`src/rtl/pipe_hazard_ctrl.sv`:
```
`timescale 1ns/1ps
`default_nettype none
// ============================================================================
// Module   : pipe_hazard_ctrl
// Brief    : RAW stall / branch flush controller for the IF/ID/EX/WB pipeline.
// Revision : 1.0 - initial parametrised release
// ============================================================================
module pipe_hazard_ctrl #(
    parameter int REG_ADDR_W     = 6,
    parameter int PIPE_DEPTH     = 2,
    parameter bit ZERO_REG_FIXED = 1'b1,
    parameter int STAT_W         = 16
) (
    input  logic                  clock,
    input  logic                  reset_n,
    input  logic                  id_valid,
    input  logic                  id_regwrt,
    input  logic [REG_ADDR_W-1:0] id_rd,
    input  logic [REG_ADDR_W-1:0] id_rs,
    input  logic [REG_ADDR_W-1:0] id_rt,
    input  logic                  id_uses_rs,
    input  logic                  id_uses_rt,
    input  logic                  wb_branch_taken,
    output logic                  pc_hold,
    output logic                  ifid_hold,
    output logic                  idex_bubble,
    output logic                  flush_younger,
    output logic [1:0]            state,
    output logic [STAT_W-1:0]     stall_cnt
);

    typedef enum logic [1:0] {
        ST_RUN   = 2'b00,
        ST_STALL = 2'b01,
        ST_FLUSH = 2'b10
    } state_t;

    state_t                  state_q, state_d;
    logic [PIPE_DEPTH-1:0]   v_q, v_d;
    logic [REG_ADDR_W-1:0]   rd_q [PIPE_DEPTH];
    logic [REG_ADDR_W-1:0]   rd_d [PIPE_DEPTH];
    logic [STAT_W-1:0]       stall_cnt_q, stall_cnt_d;

    logic [PIPE_DEPTH-1:0]   w_match_rs;
    logic [PIPE_DEPTH-1:0]   w_match_rt;
    logic                    w_rs_zero_ign;
    logic                    w_rt_zero_ign;
    logic                    w_hazard;
    logic                    w_stall;

    assign w_rs_zero_ign = ZERO_REG_FIXED && (id_rs == '0);
    assign w_rt_zero_ign = ZERO_REG_FIXED && (id_rt == '0);

    // The WB entry still counts: the register file is not write-through.
    for (genvar i = 0; i < PIPE_DEPTH; i++) begin : g_match
        assign w_match_rs[i] = v_q[i] && (rd_q[i] == id_rs) && !w_rs_zero_ign;
        assign w_match_rt[i] = v_q[i] && (rd_q[i] == id_rt) && !w_rt_zero_ign;
    end

    // id_valid leads each term so undriven operands cannot reach the holds.
    assign w_hazard = id_valid && (state_q != ST_FLUSH) &&
                      ((id_uses_rs && (|w_match_rs)) || (id_uses_rt && (|w_match_rt)));
    assign w_stall  = w_hazard && !wb_branch_taken;

    assign pc_hold       = w_stall;
    assign ifid_hold     = w_stall;
    assign idex_bubble   = w_stall;
    assign flush_younger = wb_branch_taken;
    assign state         = state_q;
    assign stall_cnt     = stall_cnt_q;

    always_comb begin
        v_d  = v_q;
        rd_d = rd_q;
        if (wb_branch_taken) begin
            v_d = '0;
            for (int i = 0; i < PIPE_DEPTH; i++) begin
                rd_d[i] = '0;
            end
        end else begin
            v_d[0]  = w_stall ? 1'b0 : (id_valid && id_regwrt);
            rd_d[0] = w_stall ? '0 : id_rd;
            for (int i = 1; i < PIPE_DEPTH; i++) begin
                v_d[i]  = v_q[i-1];
                rd_d[i] = rd_q[i-1];
            end
        end
    end

    always_comb begin
        state_d = ST_RUN;
        if (wb_branch_taken) begin
            state_d = ST_FLUSH;
        end else if (w_hazard) begin
            state_d = ST_STALL;
        end
    end

    always_comb begin
        stall_cnt_d = stall_cnt_q;
        if (w_stall && (stall_cnt_q != '1)) begin
            stall_cnt_d = stall_cnt_q + STAT_W'(1);
        end
    end

    always_ff @(posedge clock or negedge reset_n) begin
        if (!reset_n) begin
            state_q     <= ST_RUN;
            v_q         <= '0;
            stall_cnt_q <= '0;
            for (int i = 0; i < PIPE_DEPTH; i++) begin
                rd_q[i] <= '0;
            end
        end else begin
            state_q     <= state_d;
            v_q         <= v_d;
            rd_q        <= rd_d;
            stall_cnt_q <= stall_cnt_d;
        end
    end

endmodule
`default_nettype wire

```
`config.mk`:
```
export PLATFORM = sky130hd
export DESIGN_NAME = pipe_hazard_ctrl
export DESIGN_NICKNAME = d
export VERILOG_FILES = /design/src/rtl/pipe_hazard_ctrl.sv
export SDC_FILE = /design/constraint.sdc
export NUM_CORES = 1
export LEC_CHECK = 0
export BUFFER_PORTS_ARGS = -buffer_cell sky130_fd_sc_hd__buf_4
export CAP_MARGIN = 30
export CORE_MARGIN = 2
export CORE_UTILIZATION = 55
export DETAILED_ROUTE_END_ITERATION = 16
export PLACE_DENSITY = 0.95
export SLEW_MARGIN = 20
export SYNTH_ARGS = -nofsm -noshare
export SYNTH_HDL_FRONTEND = slang
export SYNTH_SLANG_ARGS = --single-unit
```
`constraint.sdc`:
```
create_clock -name clock -period 3.9 [get_ports clock]
set_clock_uncertainty 0.1 [all_clocks]
set_input_delay 0.195 -clock clock [delete_from_list [all_inputs] [get_ports clock]]
set_output_delay 0.195 -clock clock [all_outputs]
set_load 0.05 [all_outputs]
```
==> qor.yml <==
syn_avg_cell_area_um2: 10.8
fillers: 182
cts_hold_buf: 8
clk_pin_slew_ps: 100
final-seq-area_um2: 801
grt.overflow.total: 0
period_minus_slack_ps: 2460
power_per_cell_area_nw_per_um2: 300
grt_pass1_vias: 1390
path_buf_inv: 0
grtUsageTotal: 0.255
die_y_um: 58.9
cts_root_buf: "clkbuf_4"
slowest_stage: "nor3_2"
routed_wl_um: 3990
gp_congestion: 0.979
yosysUniqueCellTypes: 29
required_ps: 4020
clk_path_buf_depth: 2
antenna_cells: 0
grt_pass1_wl_um: 6470
post_cts_buffers: 0
hold_path_class: "primary input to flip-flop"
synth-seq-area-share: 0.483
num_rows: 19
timing.fmax_ghz: 0.406
io_buffers: 46
multi_input_area_um2: 786
coreArea_um2: 2810
critPathKind: "flip-flop to flip-flop"
insertion_delay_ps: 340
vias: 1335
critical_path.top_delay_family: "simple AND/OR/NAND/NOR gates"
path_max_fanout: 14
cp-end-kind: "flip-flop"
synth_area_um2: 1660
wl_per_cell_um: 16.7
slowest_delay_ps: 730
vias_per_cell: 5.59
die-area_um2: 3470
fin_tns_setup_ps: 0
path_cells: "and4_1, and3_1, nand3_1, nor3_2, nor2_2, mux2_4"
grt_max_degree: 33
die_width_um: 58.9
worst_setup_path_start_kind: "flip-flop"
yosysWarnings: 0
first_pass_iters: 10
tightest_slew_ps: 854
slew_headroom: 0.428
synth-seq-cells: 32
drcViolationCount: 2
period_share: 0.631
drive_gt1_frac: 0.279
post_cts_resized: 0
mappedNetlistNets: 180
hpwlAfterDp_um: 2840
maxCapViolations: 0
htree_levels: 2
hold_viol: 0
violations: "design-rule violations"
cts_tree: "done"
grt_setup_unrepaired: "false"
final_nets: 234
slew_viol_final: 0
cp.arrival_ps: 2590
syn_inst: 154
flow.area_growth_from_synthesis_pct: 29.1
clkSinkCount: 32
vdd_drop_max_mv: 0.205
drtIter0Drc: 34
start_util: 0.591
p_leak_nw: 1.10
grt_antenna_before_repair: 0
cts_made_buffers: 5
setup_viol: 0
status: "finished, violations left"
io_pins: 47
whs_ps: 39.2
ant_nets: 0
[layout by cell type, fill, tap and decap left out]
| master | instances |
|---|---|
| a22oi_4 | 1 |
| mux2_4 | 1 |
| dlygate4sd3_1 | 8 |
| nand2b_2 | 1 |
| o22ai_1 | 2 |
| nand2_1 | 2 |
| and3_1 | 4 |
| xor2_1 | 15 |
| nor3b_1 | 3 |
| dfrtp_1 | 32 |
| nor2_2 | 1 |
| nor3_1 | 8 |
| and4b_1 | 1 |
| buf_4 | 46 |
| nand4_1 | 9 |
| nand3_1 | 11 |
| inv_1 | 7 |
| or4_1 | 2 |
| o311a_1 | 2 |
| nor4_1 | 2 |
| nor2_1 | 7 |
| clkbuf_4 | 5 |
| nor2b_1 | 8 |
| nor3_2 | 1 |
| and4_1 | 1 |
| nor4b_1 | 1 |
| ha_1 | 1 |
| xnor2_1 | 24 |
| clkbuf_8 | 2 |
[logic make-up after synthesis]
kind of cell,after synthesis,synth area share
simple gates,62,0.219
xor+xnor,39,0.206
flops,32,0.483
buf+inv,14,0.0437
compound gates,5,0.0324
mux,1,0.00905
fa+ha+maj,1,0.00754
[cell type report]
class,count,area share
Sequential cell,32,0.374
Multi-Input combinational cell,108,0.367
Timing Repair Buffer,54,0.199
Clock buffer,7,0.0304
Tap cell,31,0.0181
Inverter,7,0.0123
[synthesized netlist by cell type, drive strengths merged]
master / number / area share
nand2b: 1 / 0.0053
nor3: 9 / 0.030
dfrtp: 32 / 0.48
ha: 1 / 0.0075
o311a: 2 / 0.012
and4: 1 / 0.0053
mux2: 1 / 0.0090
nor2b: 8 / 0.030
nand3: 11 / 0.033
a22oi: 1 / 0.013
xnor2: 24 / 0.13
clkbuf: 2 / 0.0045
nor3b: 3 / 0.014
buf: 5 / 0.023
nand4: 9 / 0.034
and3: 4 / 0.015
nor2: 8 / 0.020
or4: 2 / 0.0090
xor2: 15 / 0.079
and4b: 1 / 0.0060
inv: 7 / 0.016
nand2: 2 / 0.0045
o22ai: 2 / 0.0075
nor4: 2 / 0.0075
nor4b: 1 / 0.0053
[metrics by stage]
step	cell area, µm²	instances	power [W]	util	setup WS [ps]
after floorplan	1660	154	0.000387	-	1470
after global placement	2000	224	0.000424	0.712	1600
after detailed placement	2000	224	0.000427	0.712	1510
after CTS	2140	239	0.000644	0.764	1470
after global routing	2140	239	0.000665	0.764	1330
final	2140	239	0.000643	0.764	1440
[layer usage]
metal	part of all wire	vias up	wire length (µm)	global-route usage
met5	0	-	0	0
met4	0.023	0	93	0.107
met3	0.057	11	229	0.0659
met2	0.49	45	1970	0.425
met1	0.42	647	1690	0.312
li1	-	632	-	-
[where the power goes]
part           switching (W)  internal (W)  total [W]
clock               0.000112      0.000102   0.000214
combinational      0.0000378     0.0000436  0.0000814
sequential        0.00000833      0.000339   0.000347
total               0.000159      0.000484   0.000643
[state kept, by name, indices dropped and copies added, names as in the netlist]
| name | cells |
|---|---|
| stall_cnt | 16 |
| rd_q | 12 |
| state | 2 |
| v_q | 2 |
[worst paths after layout]
path                         startpoint            to  slack, ps  cells after the start
setup / recovery           stall_cnt[4]  stall_cnt[1]       1440                      6
min in group asynchronous       reset_n       rd_q[5]        210                      2
hold / removal                id_regwrt        v_q[0]         40                      2
setup reg to reg           stall_cnt[4]  stall_cnt[1]       1440                      6
max in group asynchronous       reset_n  stall_cnt[2]       3200                      2
hold reg to reg            stall_cnt[9]  stall_cnt[9]        400                      1
(Power assumes the default switching activity.)
